===== config.mk =====
export PLATFORM = sky130hd
export DESIGN_NAME = uart_rx_fifo
export DESIGN_NICKNAME = d
export VERILOG_FILES = /design/src/rtl/uart_pkg.sv /design/src/rtl/sync_fifo.sv /design/src/rtl/uart_rx_fifo.sv
export SDC_FILE = /design/constraint.sdc
export NUM_CORES = 1
export LEC_CHECK = 0
export CORE_MARGIN = 2
export CORE_UTILIZATION = 50
export CTS_CLUSTER_DIAMETER = 30
export CTS_CLUSTER_SIZE = 24
export DETAILED_ROUTE_END_ITERATION = 8
export GPL_TIMING_DRIVEN = 0
export PLACE_DENSITY = 0.67
export SYNTH_ARGS = -nofsm -noshare
export SYNTH_HDL_FRONTEND = slang
export SYNTH_SLANG_ARGS = --single-unit

===== constraint.sdc =====
create_clock -name clk -period 3.86 [get_ports clk]
set_input_delay 0.579 -clock clk [delete_from_list [all_inputs] [get_ports clk]]
set_output_delay 0.579 -clock clk [all_outputs]
set_load 0.005 [all_outputs]

===== src/rtl/uart_pkg.sv =====
// Shared types and constants for the UART receiver slice.
// The optional 8E1 frame format is selected with UART_RX_PARITY_EN.
package uart_pkg;

    localparam int DATA_BITS            = 8;
    localparam int CLKS_PER_BIT_DEFAULT = 434;

    typedef enum logic [2:0] {
        IDLE      = 3'd0,
        START     = 3'd1,
        DATA      = 3'd2,
        PARITY    = 3'd3,
        STOP      = 3'd4,
        WAIT_HIGH = 3'd5
    } state_t;

endpackage


===== src/rtl/sync_fifo.sv =====
// Show-ahead synchronous FIFO: head word is always presented on o_q (zero when empty).
// A write while full is only accepted if a read is accepted on the same edge.
module sync_fifo #(
    parameter int DEPTH_LOG2 = 4,
    parameter int WIDTH      = 8
) (
    input  logic                  clk,
    input  logic                  rst,
    input  logic                  i_wr,
    input  logic [WIDTH-1:0]      i_din,
    input  logic                  i_rd,
    output logic [WIDTH-1:0]      o_q,
    output logic                  o_empty,
    output logic                  o_full,
    output logic [DEPTH_LOG2:0]   o_count
);

    localparam int DEPTH = 1 << DEPTH_LOG2;

    logic [WIDTH-1:0]      r_mem [DEPTH];
    logic [DEPTH_LOG2-1:0] r_wr_ptr;
    logic [DEPTH_LOG2-1:0] r_rd_ptr;
    logic [DEPTH_LOG2:0]   r_count;
    logic                  w_rd_acc;
    logic                  w_wr_acc;

    assign o_empty  = (r_count == '0);
    assign o_full   = (r_count == (DEPTH_LOG2+1)'(DEPTH));
    assign o_count  = r_count;
    assign o_q      = o_empty ? '0 : r_mem[r_rd_ptr];
    assign w_rd_acc = i_rd && !o_empty;
    assign w_wr_acc = i_wr && (!o_full || w_rd_acc);

    always_ff @(posedge clk or posedge rst) begin
        if (rst) begin
            r_wr_ptr <= '0;
            r_rd_ptr <= '0;
            r_count  <= '0;
        end else begin
            if (w_wr_acc) r_wr_ptr <= r_wr_ptr + 1'b1;
            if (w_rd_acc) r_rd_ptr <= r_rd_ptr + 1'b1;
            case ({w_wr_acc, w_rd_acc})
                2'b10:   r_count <= r_count + 1'b1;
                2'b01:   r_count <= r_count - 1'b1;
                default: r_count <= r_count;
            endcase
        end
    end

    // Storage carries no reset; stale words are hidden by the empty mask on o_q.
    always_ff @(posedge clk) begin
        if (w_wr_acc) r_mem[r_wr_ptr] <= i_din;
    end

endmodule


===== src/rtl/uart_rx_fifo.sv =====
// UART receiver (8N1, or 8E1 when UART_RX_PARITY_EN is defined) feeding a show-ahead FIFO.
// dbg_state exposes the deserialiser FSM state.
module uart_rx_fifo
    import uart_pkg::*;
#(
    parameter int CLKS_PER_BIT = CLKS_PER_BIT_DEFAULT,
    parameter int DEPTH_LOG2   = 4
) (
    input  logic                clk,
    input  logic                rst,
    input  logic                rxd,
    input  logic                rdreq,
    output logic [7:0]          q,
    output logic                empty,
    output logic                full,
    output logic [DEPTH_LOG2:0] count,
    output logic                frame_err,
    output logic                overrun,
`ifdef UART_RX_PARITY_EN
    output logic                parity_err,
`endif
    input  logic                err_clr,
    output state_t              dbg_state
);

    localparam int BW = $clog2(CLKS_PER_BIT);
    localparam logic [BW-1:0] FULL_RELOAD = BW'(CLKS_PER_BIT - 1);
    localparam logic [BW-1:0] HALF_RELOAD = BW'(CLKS_PER_BIT / 2 - 1);
    localparam logic [2:0]    LAST_BIT    = 3'(DATA_BITS - 1);

    logic                 r_sync1;
    logic                 r_sync2;
    state_t               r_state;
    logic [BW-1:0]        r_baud;
    logic [2:0]           r_bit_idx;
    logic [DATA_BITS-1:0] r_shift;
    logic                 r_frame_err;
    logic                 r_overrun;
    logic                 w_rxs;
    logic                 w_tick;
    logic                 w_stop_tick;
    logic                 w_push;
    logic                 w_frame_set;
    logic                 w_overrun_set;
    logic                 w_par_bad;

    assign w_rxs       = r_sync2;
    assign w_tick      = (r_baud == '0);
    assign w_stop_tick = (r_state == STOP) && w_tick;
    assign w_frame_set = w_stop_tick && !w_rxs;

`ifdef UART_RX_PARITY_EN
    logic r_par_bad;
    logic r_parity_err;
    logic w_par_set;
    // Even parity: the parity bit equals the XOR of the data bits.
    assign w_par_set  = (r_state == PARITY) && w_tick && (w_rxs != ^r_shift);
    assign w_par_bad  = r_par_bad;
    assign parity_err = r_parity_err;

    always_ff @(posedge clk or posedge rst) begin
        if (rst) begin
            r_par_bad    <= 1'b0;
            r_parity_err <= 1'b0;
        end else begin
            if (r_state == PARITY && w_tick) r_par_bad <= (w_rxs != ^r_shift);
            if (w_par_set)                   r_parity_err <= 1'b1;
            else if (err_clr)                r_parity_err <= 1'b0;
        end
    end
`else
    assign w_par_bad = 1'b0;
`endif

    assign w_push        = w_stop_tick && w_rxs && !w_par_bad;
    assign w_overrun_set = w_push && full && !rdreq;

    always_ff @(posedge clk or posedge rst) begin
        if (rst) begin
            r_sync1   <= 1'b1;
            r_sync2   <= 1'b1;
            r_state   <= IDLE;
            r_baud    <= '0;
            r_bit_idx <= '0;
            r_shift   <= '0;
        end else begin
            r_sync1 <= rxd;
            r_sync2 <= r_sync1;
            case (r_state)
                IDLE: begin
                    if (!w_rxs) begin
                        r_state <= START;
                        r_baud  <= HALF_RELOAD;
                    end
                end
                START: begin
                    if (!w_tick) begin
                        r_baud <= r_baud - 1'b1;
                    end else if (w_rxs) begin
                        r_state <= IDLE;
                    end else begin
                        r_state   <= DATA;
                        r_bit_idx <= '0;
                        r_baud    <= FULL_RELOAD;
                    end
                end
                DATA: begin
                    if (!w_tick) begin
                        r_baud <= r_baud - 1'b1;
                    end else begin
                        r_shift <= {w_rxs, r_shift[DATA_BITS-1:1]};
                        r_baud  <= FULL_RELOAD;
                        if (r_bit_idx == LAST_BIT) begin
`ifdef UART_RX_PARITY_EN
                            r_state <= PARITY;
`else
                            r_state <= STOP;
`endif
                        end else begin
                            r_bit_idx <= r_bit_idx + 1'b1;
                        end
                    end
                end
`ifdef UART_RX_PARITY_EN
                PARITY: begin
                    if (!w_tick) begin
                        r_baud <= r_baud - 1'b1;
                    end else begin
                        r_state <= STOP;
                        r_baud  <= FULL_RELOAD;
                    end
                end
`endif
                STOP: begin
                    if (!w_tick) r_baud <= r_baud - 1'b1;
                    else         r_state <= w_rxs ? IDLE : WAIT_HIGH;
                end
                WAIT_HIGH: begin
                    if (w_rxs) r_state <= IDLE;
                end
                default: r_state <= IDLE;
            endcase
        end
    end

    // Error flags are sticky; a same-cycle set beats err_clr.
    always_ff @(posedge clk or posedge rst) begin
        if (rst) begin
            r_frame_err <= 1'b0;
            r_overrun   <= 1'b0;
        end else begin
            if (w_frame_set)   r_frame_err <= 1'b1;
            else if (err_clr)  r_frame_err <= 1'b0;
            if (w_overrun_set) r_overrun <= 1'b1;
            else if (err_clr)  r_overrun <= 1'b0;
        end
    end

    assign frame_err = r_frame_err;
    assign overrun   = r_overrun;
    assign dbg_state = r_state;

    sync_fifo #(
        .DEPTH_LOG2 (DEPTH_LOG2),
        .WIDTH      (DATA_BITS)
    ) u_fifo (
        .clk     (clk),
        .rst     (rst),
        .i_wr    (w_push),
        .i_din   (r_shift),
        .i_rd    (rdreq),
        .o_q     (q),
        .o_empty (empty),
        .o_full  (full),
        .o_count (count)
    );

endmodule

==> results by group, run 1 <==
Power and ir drop
  • Peak supply drop: 0.351 mV
  • P_leak: 3.13 nW
  • Pwr/cell area: 580 mW/mm^2

Drt
  • Drt wl/cell: 20.5 um
  • # DRC: 0
  • Routed wire length: 14,100 um
  • Vias per cell: 5.79
  • DR pass1 iterations: 4
  • DRT iter0 DRCs: 361
  • Vias: 3,985
  • Antenna-violating nets left: 0

GRT
  • Largest net degree at the start of global routing: 41
  • Top Usage Layer GRT: met2
  • M2 GR Usage: 33.6%
  • Antenna violations before repair: 0
  • Met1 usage: 26.0%
  • Total congestion overflow: 0
  • Overall Global Routing Usage: 20.2%
  • Met3 GRT Util: 4.21%
  • First-pass GRT wire length: 22,200 um
  • Vias in the first global route: 4,131

Timing
  • Slew @ Worst Pin: 1.24 ns
  • Worst hold slack: 0.356 ns
  • Pins Over Slew Limit: 0
  • Endpoints failing hold: 0
  • Final setup fails: 0
  • Max Fclk: 273 MHz
  • Final worst path period share: 94.8%
  • Setup TNS: 0 ns
  • Clock skew: 0.00447 ns
  • Final min period: 3.66 ns
  • RSZ-0062 raised after global routing: no
  • Slew Limit Headroom: 16.9%
  • Setup WS post-layout: 0.200 ns

Die
  • Core area: 0.0140 sq mm
  • Chip width: 124 um
  • Die area: 0.0154 sq mm
  • Initial core utilization: 51.5%
  • I/O pin count: 25
  • Die height: 124 um
  • # rows: 43

Final layout
  • Fraction of layout cells with a size suffix above 1: 17.9%
  • Most frequent cells in the layout: edfxtp_1 (128), dfrtp_1 (38), mux4_2 (32)
  • Fillers: 1,092
  • Fin nets: 511
  • Commonest non-fill, non-tap cell in the layout: edfxtp_1
  • Ant. Diodes: 0
  • Area delta synth->final: 15.9%
  • Fin util: 59.7%

Logic synthesis
  • Post-Syn Area per Cell: 16.0 sq um
  • Ys Warns: 0
  • Post-Syn Nets: 466
  • #FFs+latches synth: 168
  • Synth Instances: 450
  • Library cells used by synthesis: 57
  • Post-Syn Area: 0.00721 sq mm
  • Primary FF master, synth: edfxtp_1
  • Post-synth EDFFs: 128
  • Fraction of registers with async set/reset: 23.8%
  • Seq/Total Area, Yosys: 67.2%

Hold path
  • Hold Crit Depth: 0
  • Hold WC Path Type: reg2reg

Flow run
  • Max-Cap Viols: 0

Placed design
  • Post-DP HPWL: 9080 um
  • Pre-CTS WS: 0.251 ns
  • Buffers added on ports: 24
  • Routability cong.: 0.859

Clock network
  • Hold-fix buffers at CTS: 0
  • H-tree depth: 4
  • CTS tree: built
  • Max clock buf depth: 2
  • Clk pin slew, worst setup/hold paths: 0.06 ns
  • Root Buffer: clkbuf_16
  • CTS sink count: 168
  • Skew-Pair Late Insertion Delay: 0.42 ns
  • Total clock buffers created by CTS: 17

Worst setup path
  • Crit path capture type: output pin
  • Cell Chain, Critical Path: or3_1 -> nor3_1 -> or2_2 -> clkbuf_1 -> o22ai_1 -> clkdlybuf4s50_1
  • Max stage delay on crit path: 0.52 ns
  • CP arrival: 3.08 ns
  • R2R cell count: 8
  • Crit-path leading delay family: simple AND/OR/NAND/NOR gates
  • Critical Path Source Type: register
  • Critical path depth in cells: 6
  • Setup Crit Path Kind: reg2out
  • Crit Path Max Fanout: 8
  • Slowest cell on crit path: nor3_1
  • Critical Path RT: 3.28 ns
  • Buffers plus inverters on the worst setup path: 2

Outcome
  • Status: completed
-- layout make-up --
cell class                 count  area [sq um]  area share, %
clock buffer                  18           439           5.26
buffer                        25           111           1.33
multi-input combinational    244          2200           26.4
inverter                      13          48.8          0.584
timing repair buffer          26           255           3.05
clock inverter                14           228           2.72
sequential                   168          4850           58.0
tap                          180           225           2.70
-- per-stage QoR --
step                      cells  instance area (sq um)  power [W]
after floorplan             450                   7210    0.00267
after global placement      654                   7670    0.00299
after detailed placement    654                   7670    0.00301
after CTS                   686                   8340    0.00490
after global routing        688                   8360    0.00505
final                       688                   8360    0.00485
-- timing repair --
item,4_1_cts,5_1_grt
buffers inserted,0,2
setup endpoints to repair,0,26
resized for setup,0,0
-- routing by layer --
layer / routed length [um] / share of wire (%)
met1: 5980 / 42
met2: 7240 / 51
met3: 596 / 4.2
met4: 276 / 2.0
met5: 0 / 0
-- power breakdown --
part / switching [W] / internal [W]
registers: 0.0000566 / 0.00198
logic: 0.000465 / 0.000453
clock network: 0.000671 / 0.00122
total: 0.00119 / 0.00365
-- final timing paths --
check / start / end / slack, ns
max: u_fifo.o_count[2]$_DFFE_PP0P_ / q[5] / 0.20
min: r_sync1$_DFF_PP1_ / r_sync2$_DFF_PP1_ / 0.36
max reg2reg: r_baud[0]$_DFFE_PP0P_ / u_fifo.r_mem[0][5]$_DFFE_PP_ / 0.49
min reg2reg: r_sync1$_DFF_PP1_ / r_sync2$_DFF_PP1_ / 0.36
max in group asynchronous: rst / r_shift[6]$_DFFE_PP0P_ / 2.67
min in group asynchronous: rst / u_fifo.r_wr_ptr[1]$_DFFE_PP0P_ / 0.65
-- logic make-up (layout without fill, tap and decap cells) --
logic type               Yosys count  in the layout  synth area share [%]
AND/OR/NAND/NOR                   94             94                  7.13
multiplexers                      59             59                  13.9
buffers and inverters             38             96                  2.22
flip-flops                       168            168                  67.2
adder cells (fa/ha/maj)           11             11                  1.91
AO/OA/AOI/OAI                     66             66                  5.88
XOR/XNOR                          14             14                  1.70
-- sequential cells by signal (all words and copies together), names as in the netlist --
signal,cells
u_fifo.r_wr_ptr,4
overrun,1
dbg_state,3
r_baud,9
r_bit_idx,3
r_shift,8
frame_err,1
u_fifo.r_rd_ptr,4
r_sync1,1
u_fifo.r_mem,128
u_fifo.o_count,5
r_sync2,1
-- worst register-to-register path: cells and delay by family, from the launching register on --
family	cells	cell delay [ns]
adder cells (fa/ha/maj)	1	0.23
AND/OR/NAND/NOR	5	2.04
flip-flops	1	0.44
buffers and inverters	2	0.29
-- synth_stat cells, drive strengths merged, types with 5 or more instances --
cell type	n	share of area [%]
dfrtp	38	13
clkbuf	15	0.78
mux4	32	10
o22ai	9	0.78
and2	9	0.78
mux2	10	1.6
edfxtp	128	53
xnor2	6	0.73
mux2i	17	2.4
nor3	10	0.69
inv	13	0.68
nor4	5	0.73
o21ai	16	1.1
nand2	22	1.1
ha	11	1.9
a21oi	14	0.97
buf	10	0.76
xor2	8	0.97
nor2	22	1.1
Power figures use the tool's default switching activity.
==> run 2: changes to the inputs <==
--- a/config.mk
+++ b/config.mk
@@ -10,6 +10,7 @@
 export CTS_CLUSTER_DIAMETER = 30
 export CTS_CLUSTER_SIZE = 24
 export DETAILED_ROUTE_END_ITERATION = 8
+export GPL_ROUTABILITY_DRIVEN = 1
 export GPL_TIMING_DRIVEN = 0
 export PLACE_DENSITY = 0.67
 export SYNTH_ARGS = -nofsm -noshare
==> results of run 2 <==
Final layout, timing and power as in run 1 (identical DEF).
==> run 3: changes to the inputs <==
--- a/config.mk
+++ b/config.mk
@@ -5,6 +5,7 @@
 export SDC_FILE = /design/constraint.sdc
 export NUM_CORES = 1
 export LEC_CHECK = 0
+export CAP_MARGIN = 0
 export CORE_MARGIN = 2
 export CORE_UTILIZATION = 50
 export CTS_CLUSTER_DIAMETER = 30
==> results of run 3 <==
Final layout, timing and power as in run 1 (identical DEF).
